[config.mk]
export PLATFORM = sky130hd
export DESIGN_NAME = box_plotter
export DESIGN_NICKNAME = d
export VERILOG_FILES = /design/src/rtl/pyon_pkg.sv /design/src/rtl/box_req_fifo.sv /design/src/rtl/box_plotter.sv
export SDC_FILE = /design/constraint.sdc
export NUM_CORES = 1
export LEC_CHECK = 0
export ABC_AREA = 1
export ABC_CLOCK_PERIOD_IN_PS = 4720
export BUFFER_PORTS_ARGS = -buffer_cell sky130_fd_sc_hd__buf_4
export CAP_MARGIN = 20
export CORE_UTILIZATION = 40
export CTS_CLUSTER_DIAMETER = 200
export CTS_CLUSTER_SIZE = 25
export DETAILED_ROUTE_END_ITERATION = 10
export GPL_ROUTABILITY_DRIVEN = 0
export PLACE_DENSITY = 0.53
export SLEW_MARGIN = 20
export SYNTH_ARGS = -nofsm -noshare
export SYNTH_HDL_FRONTEND = slang
export SYNTH_HIERARCHICAL = 1
export SYNTH_SLANG_ARGS = --single-unit
[constraint.sdc]
create_clock -name clk -period 4.72 [get_ports clk]
set_input_delay 0.472 -clock clk [delete_from_list [all_inputs] [get_ports clk]]
set_output_delay 0.472 -clock clk [all_outputs]
set_load 0.005 [all_outputs]
[src/rtl/pyon_pkg.sv]
// Shared definitions for the box plotting path: screen geometry, field
// widths, colour constants and the box request record.
package pyon_pkg;

  localparam int unsigned SCREEN_W = 160;
  localparam int unsigned SCREEN_H = 120;
  localparam int unsigned X_W      = 8;
  localparam int unsigned Y_W      = 7;
  localparam int unsigned COL_W    = 3;

  localparam logic [COL_W-1:0] WHITE = 3'b111;
  localparam logic [COL_W-1:0] BLACK = 3'b000;

  typedef struct packed {
    logic [X_W-1:0]   x;
    logic [Y_W-1:0]   y;
    logic [COL_W-1:0] colour;
  } box_req_t;

  typedef enum logic {
    ST_IDLE,
    ST_DRAW
  } plot_state_e;

  // True when a pixel lies inside the visible screen area.
  function automatic logic on_screen(input logic [X_W-1:0] x, input logic [Y_W-1:0] y);
    return (32'(x) < SCREEN_W) && (32'(y) < SCREEN_H);
  endfunction

endpackage

[src/rtl/box_req_fifo.sv]
// Small synchronous request FIFO. Count-based full/empty; the head entry is
// read from registered state, so a same-edge push and pop sees the old head.
module box_req_fifo
  import pyon_pkg::*;
#(
  parameter int unsigned DEPTH = 4
) (
  input  logic     clk,
  input  logic     reset,
  input  logic     push_i,
  input  box_req_t wr_data_i,
  input  logic     pop_i,
  output box_req_t rd_data_o,
  output logic     full_o,
  output logic     empty_o
);

  localparam int unsigned AW = $clog2(DEPTH);

  box_req_t       mem_q [DEPTH];
  logic [AW-1:0]  wr_ptr_q;
  logic [AW-1:0]  rd_ptr_q;
  logic [AW:0]    count_q;

  // Storage array: written on push, no reset needed.
  always_ff @(posedge clk) begin
    if (push_i) mem_q[wr_ptr_q] <= wr_data_i;
  end

  // Pointers and occupancy count; power-of-two depth lets pointers wrap naturally.
  always_ff @(posedge clk) begin
    if (reset) begin
      wr_ptr_q <= '0;
      rd_ptr_q <= '0;
      count_q  <= '0;
    end else begin
      if (push_i) wr_ptr_q <= wr_ptr_q + 1'b1;
      if (pop_i)  rd_ptr_q <= rd_ptr_q + 1'b1;
      case ({push_i, pop_i})
        2'b10:   count_q <= count_q + 1'b1;
        2'b01:   count_q <= count_q - 1'b1;
        default: count_q <= count_q;
      endcase
    end
  end

  assign rd_data_o = mem_q[rd_ptr_q];
  assign full_o    = (count_q == (AW+1)'(DEPTH));
  assign empty_o   = (count_q == '0);

endmodule

[src/rtl/box_plotter.sv]
// Expands buffered box requests into a row-major raster of single-pixel
// writes, one per clock, with screen clipping and back-to-back box reload.
module box_plotter
  import pyon_pkg::*;
#(
  parameter int unsigned BOX_W      = 4,
  parameter int unsigned BOX_H      = 3,
  parameter int unsigned FIFO_DEPTH = 4
) (
  input  logic             clk,
  input  logic             reset,
  input  logic             in_valid,
  output logic             in_ready,
  input  logic [X_W-1:0]   in_x,
  input  logic [Y_W-1:0]   in_y,
  input  logic [COL_W-1:0] in_colour,
  output logic [X_W-1:0]   vga_x,
  output logic [Y_W-1:0]   vga_y,
  output logic [COL_W-1:0] vga_colour,
  output logic             plot,
  output logic             box_done,
  output logic             busy,
  output logic             overflow
);

  plot_state_e      state_q, state_d;
  logic [3:0]       cx_q, cx_d;
  logic [3:0]       cy_q, cy_d;
  logic [X_W-1:0]   base_x_q, base_x_d;
  logic [Y_W-1:0]   base_y_q, base_y_d;
  logic [COL_W-1:0] col_q, col_d;
  logic             overflow_q;

  logic             fifo_full;
  logic             fifo_empty;
  logic             push;
  logic             pop;
  logic             last_px;
  box_req_t         head;

  assign push = in_valid && !fifo_full;

  box_req_fifo #(
    .DEPTH (FIFO_DEPTH)
  ) u_fifo (
    .clk       (clk),
    .reset     (reset),
    .push_i    (push),
    .wr_data_i ('{x: in_x, y: in_y, colour: in_colour}),
    .pop_i     (pop),
    .rd_data_o (head),
    .full_o    (fifo_full),
    .empty_o   (fifo_empty)
  );

  assign last_px = (state_q == ST_DRAW) && (cx_q == 4'(BOX_W-1)) && (cy_q == 4'(BOX_H-1));

  // Next-state: pop/reload the raster, step counters in row-major order.
  // Counters hold at the last pixel when going idle so the pixel outputs hold.
  always_comb begin
    state_d  = state_q;
    cx_d     = cx_q;
    cy_d     = cy_q;
    base_x_d = base_x_q;
    base_y_d = base_y_q;
    col_d    = col_q;
    pop      = 1'b0;
    if ((state_q == ST_IDLE || last_px) && !fifo_empty) begin
      pop      = 1'b1;
      state_d  = ST_DRAW;
      base_x_d = head.x;
      base_y_d = head.y;
      col_d    = head.colour;
      cx_d     = '0;
      cy_d     = '0;
    end else if (last_px) begin
      state_d = ST_IDLE;
    end else if (state_q == ST_DRAW) begin
      if (cx_q == 4'(BOX_W-1)) begin
        cx_d = '0;
        cy_d = cy_q + 1'b1;
      end else begin
        cx_d = cx_q + 1'b1;
      end
    end
  end

  // State, raster and sticky overflow registers.
  always_ff @(posedge clk) begin
    if (reset) begin
      state_q    <= ST_IDLE;
      cx_q       <= '0;
      cy_q       <= '0;
      base_x_q   <= '0;
      base_y_q   <= '0;
      col_q      <= '0;
      overflow_q <= 1'b0;
    end else begin
      state_q    <= state_d;
      cx_q       <= cx_d;
      cy_q       <= cy_d;
      base_x_q   <= base_x_d;
      base_y_q   <= base_y_d;
      col_q      <= col_d;
      if (in_valid && fifo_full) overflow_q <= 1'b1;
    end
  end

  assign vga_x      = base_x_q + X_W'(cx_q);
  assign vga_y      = base_y_q + Y_W'(cy_q);
  assign vga_colour = col_q;
  assign plot       = (state_q == ST_DRAW) && on_screen(vga_x, vga_y);
  assign box_done   = last_px;
  assign busy       = (state_q == ST_DRAW) || !fifo_empty;
  assign in_ready   = !fifo_full;
  assign overflow   = overflow_q;

endmodule
==> summary.md <==
| Metric | Value |
|---|---|
| Startpoint Class | flip-flop |
| Die height | 113 um |
| Final Skew | 0.00835 ns |
| Initial antenna violation count | 0 |
| CTS tree | done |
| Worst slew margin | 38.8% |
| Seq/Total Area, Yosys | 59.0% |
| Combinational share of power | 34.2% |
| Post-synth cell types | 31 |
| Antenna diodes | 0 |
| Vias per cell | 4.97 |
| Layout cells sized above 1 | 13.8% |
| VDD IR max | 287 uV |
| Final Max Tran Viols | 0 |
| Synth warn | 6 |
| Slew @ Worst Pin | 0.917 ns |
| Final Cycle Share | 55.8% |
| CTS root buffer | clkbuf_16 |
| I/O Buffers | 43 |
| Worst r2r src | cx_q[1] |
| WP data arrival | 2.88 ns |
| H-Tree Depth | 3 |
| Critical R2R Capture | u_fifo/count_q[2] |
| Tot Pwr | 3100 uW |
| Largest net degree at the start of global routing | 38 |
| Area grow syn2layout | 13.1% |
| Resize count post-CTS | 0 |
| P_int | 1970 uW |
| Fillers | 1,136 |
| Final ANT Viol Nets | 0 |
| Crit Path Max Fanout | 21 |
| Sw Pwr | 1130 uW |
| Synth top area share | 43.9% |
| Die Wd | 113 um |
| Clock-pin slew on the worst setup and hold paths | 0.07 ns |
| Post-route DRC | 1 |
| Area of the mapped netlist | 4920 um2 |
| Final Critical Period | 2.64 ns |
| Initial Utilization | 41.0% |
| IO Pins | 44 |
| Vias post-DR | 3,403 |
| Final Hold Viols | 0 |
| Inst Count DP | 669 |
| Failing checks | DRC |
| Clk pwr share | 22.5% |
| Vias in the first global route | 3,285 |
| Area of the multi-input gates | 1650 um2 |
| CORE AREA | 12,000 um2 |
| Nets | 573 |
| Routed WL per cell | 14.1 um |
| Hold WC Path Type | in -> reg |
| Clock Tree Buf Depth | 2 |
| DRT Wirelength | 9.64 mm |
| Core Rows | 40 |
| Sequential share of power | 43.3% |
| Later-pin clock latency in the skew report | 0.34 ns |
| Global route overflow | 0 |
| Setup CP Type | reg -> reg |
| Switching Fraction | 36.5% |
| Mean Syn Cell Area | 9.98 um2 |
| Hold Path Origin | in_colour[2] |
| Synth top area cells | edfxtp_1 (44%), dfxtp_1 (15%), nor2_1 (6.8%) |
| Synthesized flop and latch total | 109 |
| Hold Path Cell Cnt | 1 |
| Non-filler cells, final | 685 |
| CTS Buf Count | 9 |
| Reg-to-reg slack, setup | 2.08 ns |
| First-pass iteration count of the detailed router | 7 |
| Cts hold-fix bufs | 0 |
| Detailed placer's ending HPWL | 6.50 mm |
| WP data required | 4.97 ns |
| Status | finished, violations left |
| # Max-Cap Violations | 0 |
| DIE AREA | 12,700 um2 |
| Final setup vio count | 0 |
| TritonCTS Sinks | 109 |
| Fin Setup TNS | 0 ns |
| Pwr Density | 557 nW/um2 |
| Post-CTS Setup Inserts | 0 |
| Syn nets | 533 |
| CP endpoint kind | flip-flop |
| Worst Hold Path EP | u_fifo/mem_q[1][2] |
| Static leakage | 0.00227 uW |
| Hold Slack | 0.326 ns |
| First-pass GRT wire length | 16.2 mm |
| RSZ-0062 raised after global routing | no |
| Max Clk Rate | 379 MHz |
| Gate count after technology mapping | 493 |
| Total track usage | 16.5% |
| R2R cell count | 16 |
| Area leader, netlist | edfxtp_1 |
| Register area | 2900 um2 |
| Iteration-0 DRC Markers | 211 |
==> cells in the mapped netlist <==
cell type and n:
nor3_1 5, or2_2 3, xnor2_1 3, nor3_4 1, o21ai_1 15, o21ai_0 46, buf_8 1, nand4_4 1
dfxtp_1 37, inv_8 1, inv_1 52, nand2_4 2, o22ai_1 18, nand4_1 6, clkinv_2 1, clkbuf_1 2
buf_6 9, nand3_1 20, nand3b_1 2, o21bai_1 1, nor2_2 3, buf_4 3, nand2_1 64, xor2_1 2
edfxtp_1 72, ha_1 16, nand2_2 1, nor2_1 89, clkinv_4 1, a21oi_1 13, fa_1 3
==> flip-flops by register name, indices dropped and copies added, names as in the netlist, named ones only <==
signal and cells:
u_fifo/mem_q 72, base_x_q 8, base_y_q 7, cx_q 4, cy_q 4, u_fifo/count_q 3
vga_colour 3, u_fifo/rd_ptr_q 2, u_fifo/wr_ptr_q 2, overflow 1, state_q 1
==> through the flow <==
stage / util, % / setup slack [ns] / instance area [um2]
floorplan: - / 2.41 / 4920
global placement: 44.0 / 2.22 / 5290
detailed placement: 44.0 / 2.07 / 5290
CTS: 46.3 / 2.07 / 5560
global route: 46.3 / 1.79 / 5560
finish: 46.3 / 2.08 / 5560
==> power groups by stage <==
stage          clock network, uW  logic, uW  registers [uW]
6_report                     698       1060            1340
5_1_grt                      758       1210            1370
4_1_cts                      713       1080            1340
3_5_place_dp                   0       1070            1370
3_3_place_gp                   0       1050            1360
2_1_floorplan                  0        818            1310
==> worst max-delay path: stages (launching register included) <==
cell and delay [ns]:
dfxtp_1 0.44, ha_1 0.21, inv_1 0.08, nor3_4 0.22
nand4_4 0.15, nand2_4 0.13, nand2_4 0.14, clkinv_4 0.18
ha_1 0.19, inv_1 0.07, fa_1 0.39, inv_1 0.07
nand2_1 0.07, nand3_1 0.07, nand2_1 0.05, inv_1 0.04
nor2_1 0.03
==> kinds of logic after synthesis <==
| group | count (synthesis) | synth area share, % |
|---|---|---|
| AOI/OAI and AO/OA | 93 | 9.97 |
| xor gates and xnor gates | 5 | 0.890 |
| adders and majority gates | 19 | 5.29 |
| buffers and inverters | 70 | 7.45 |
| DFF | 109 | 59.0 |
| and+or+nand+nor | 197 | 17.4 |
==> how the worst max path moves through the flow <==
stage / end / startpoint / cells after the start / slack [ns]
floorplan: u_fifo/count_q[2] / cx_q[1] / 17 / 2.41
global placement: u_fifo/count_q[2] / cx_q[1] / 16 / 2.22
detailed placement: u_fifo/count_q[2] / cx_q[1] / 16 / 2.07
CTS: plot / cy_q[0] / 13 / 2.07
global route: u_fifo/count_q[2] / cx_q[1] / 16 / 1.79
finish: u_fifo/count_q[2] / cx_q[1] / 16 / 2.08
==> layer usage <==
metal  vias up  track usage, %  share of wire (%)  wire, um
met1      1588            22.1                 49      4700
met2        56            26.8                 46      4460
met3        13            2.41                3.2       308
met5         -               0                  0         0
li1       1746               -                  -         -
met4         0            7.11                1.8       174
==> cell type report <==
type / instances / area share (%)
Multi-Input combinational cell: 314 / 29.7
Clock buffer: 9 / 4.05
Inverter: 55 / 3.96
Sequential cell: 109 / 52.2
Tap cell: 147 / 3.31
Timing Repair Buffer: 44 / 5.94
Clock inverter: 7 / 0.900
==> layout by cell type (no fill, tap or decap), types with 16 or more instances in the layout <==
master	count
o22ai_1	18
nand2_1	64
nand3_1	20
nor2_1	89
ha_1	16
buf_4	44
edfxtp_1	72
dfxtp_1	37
inv_1	52
o21ai_0	46
(Power assumes the default switching activity.)
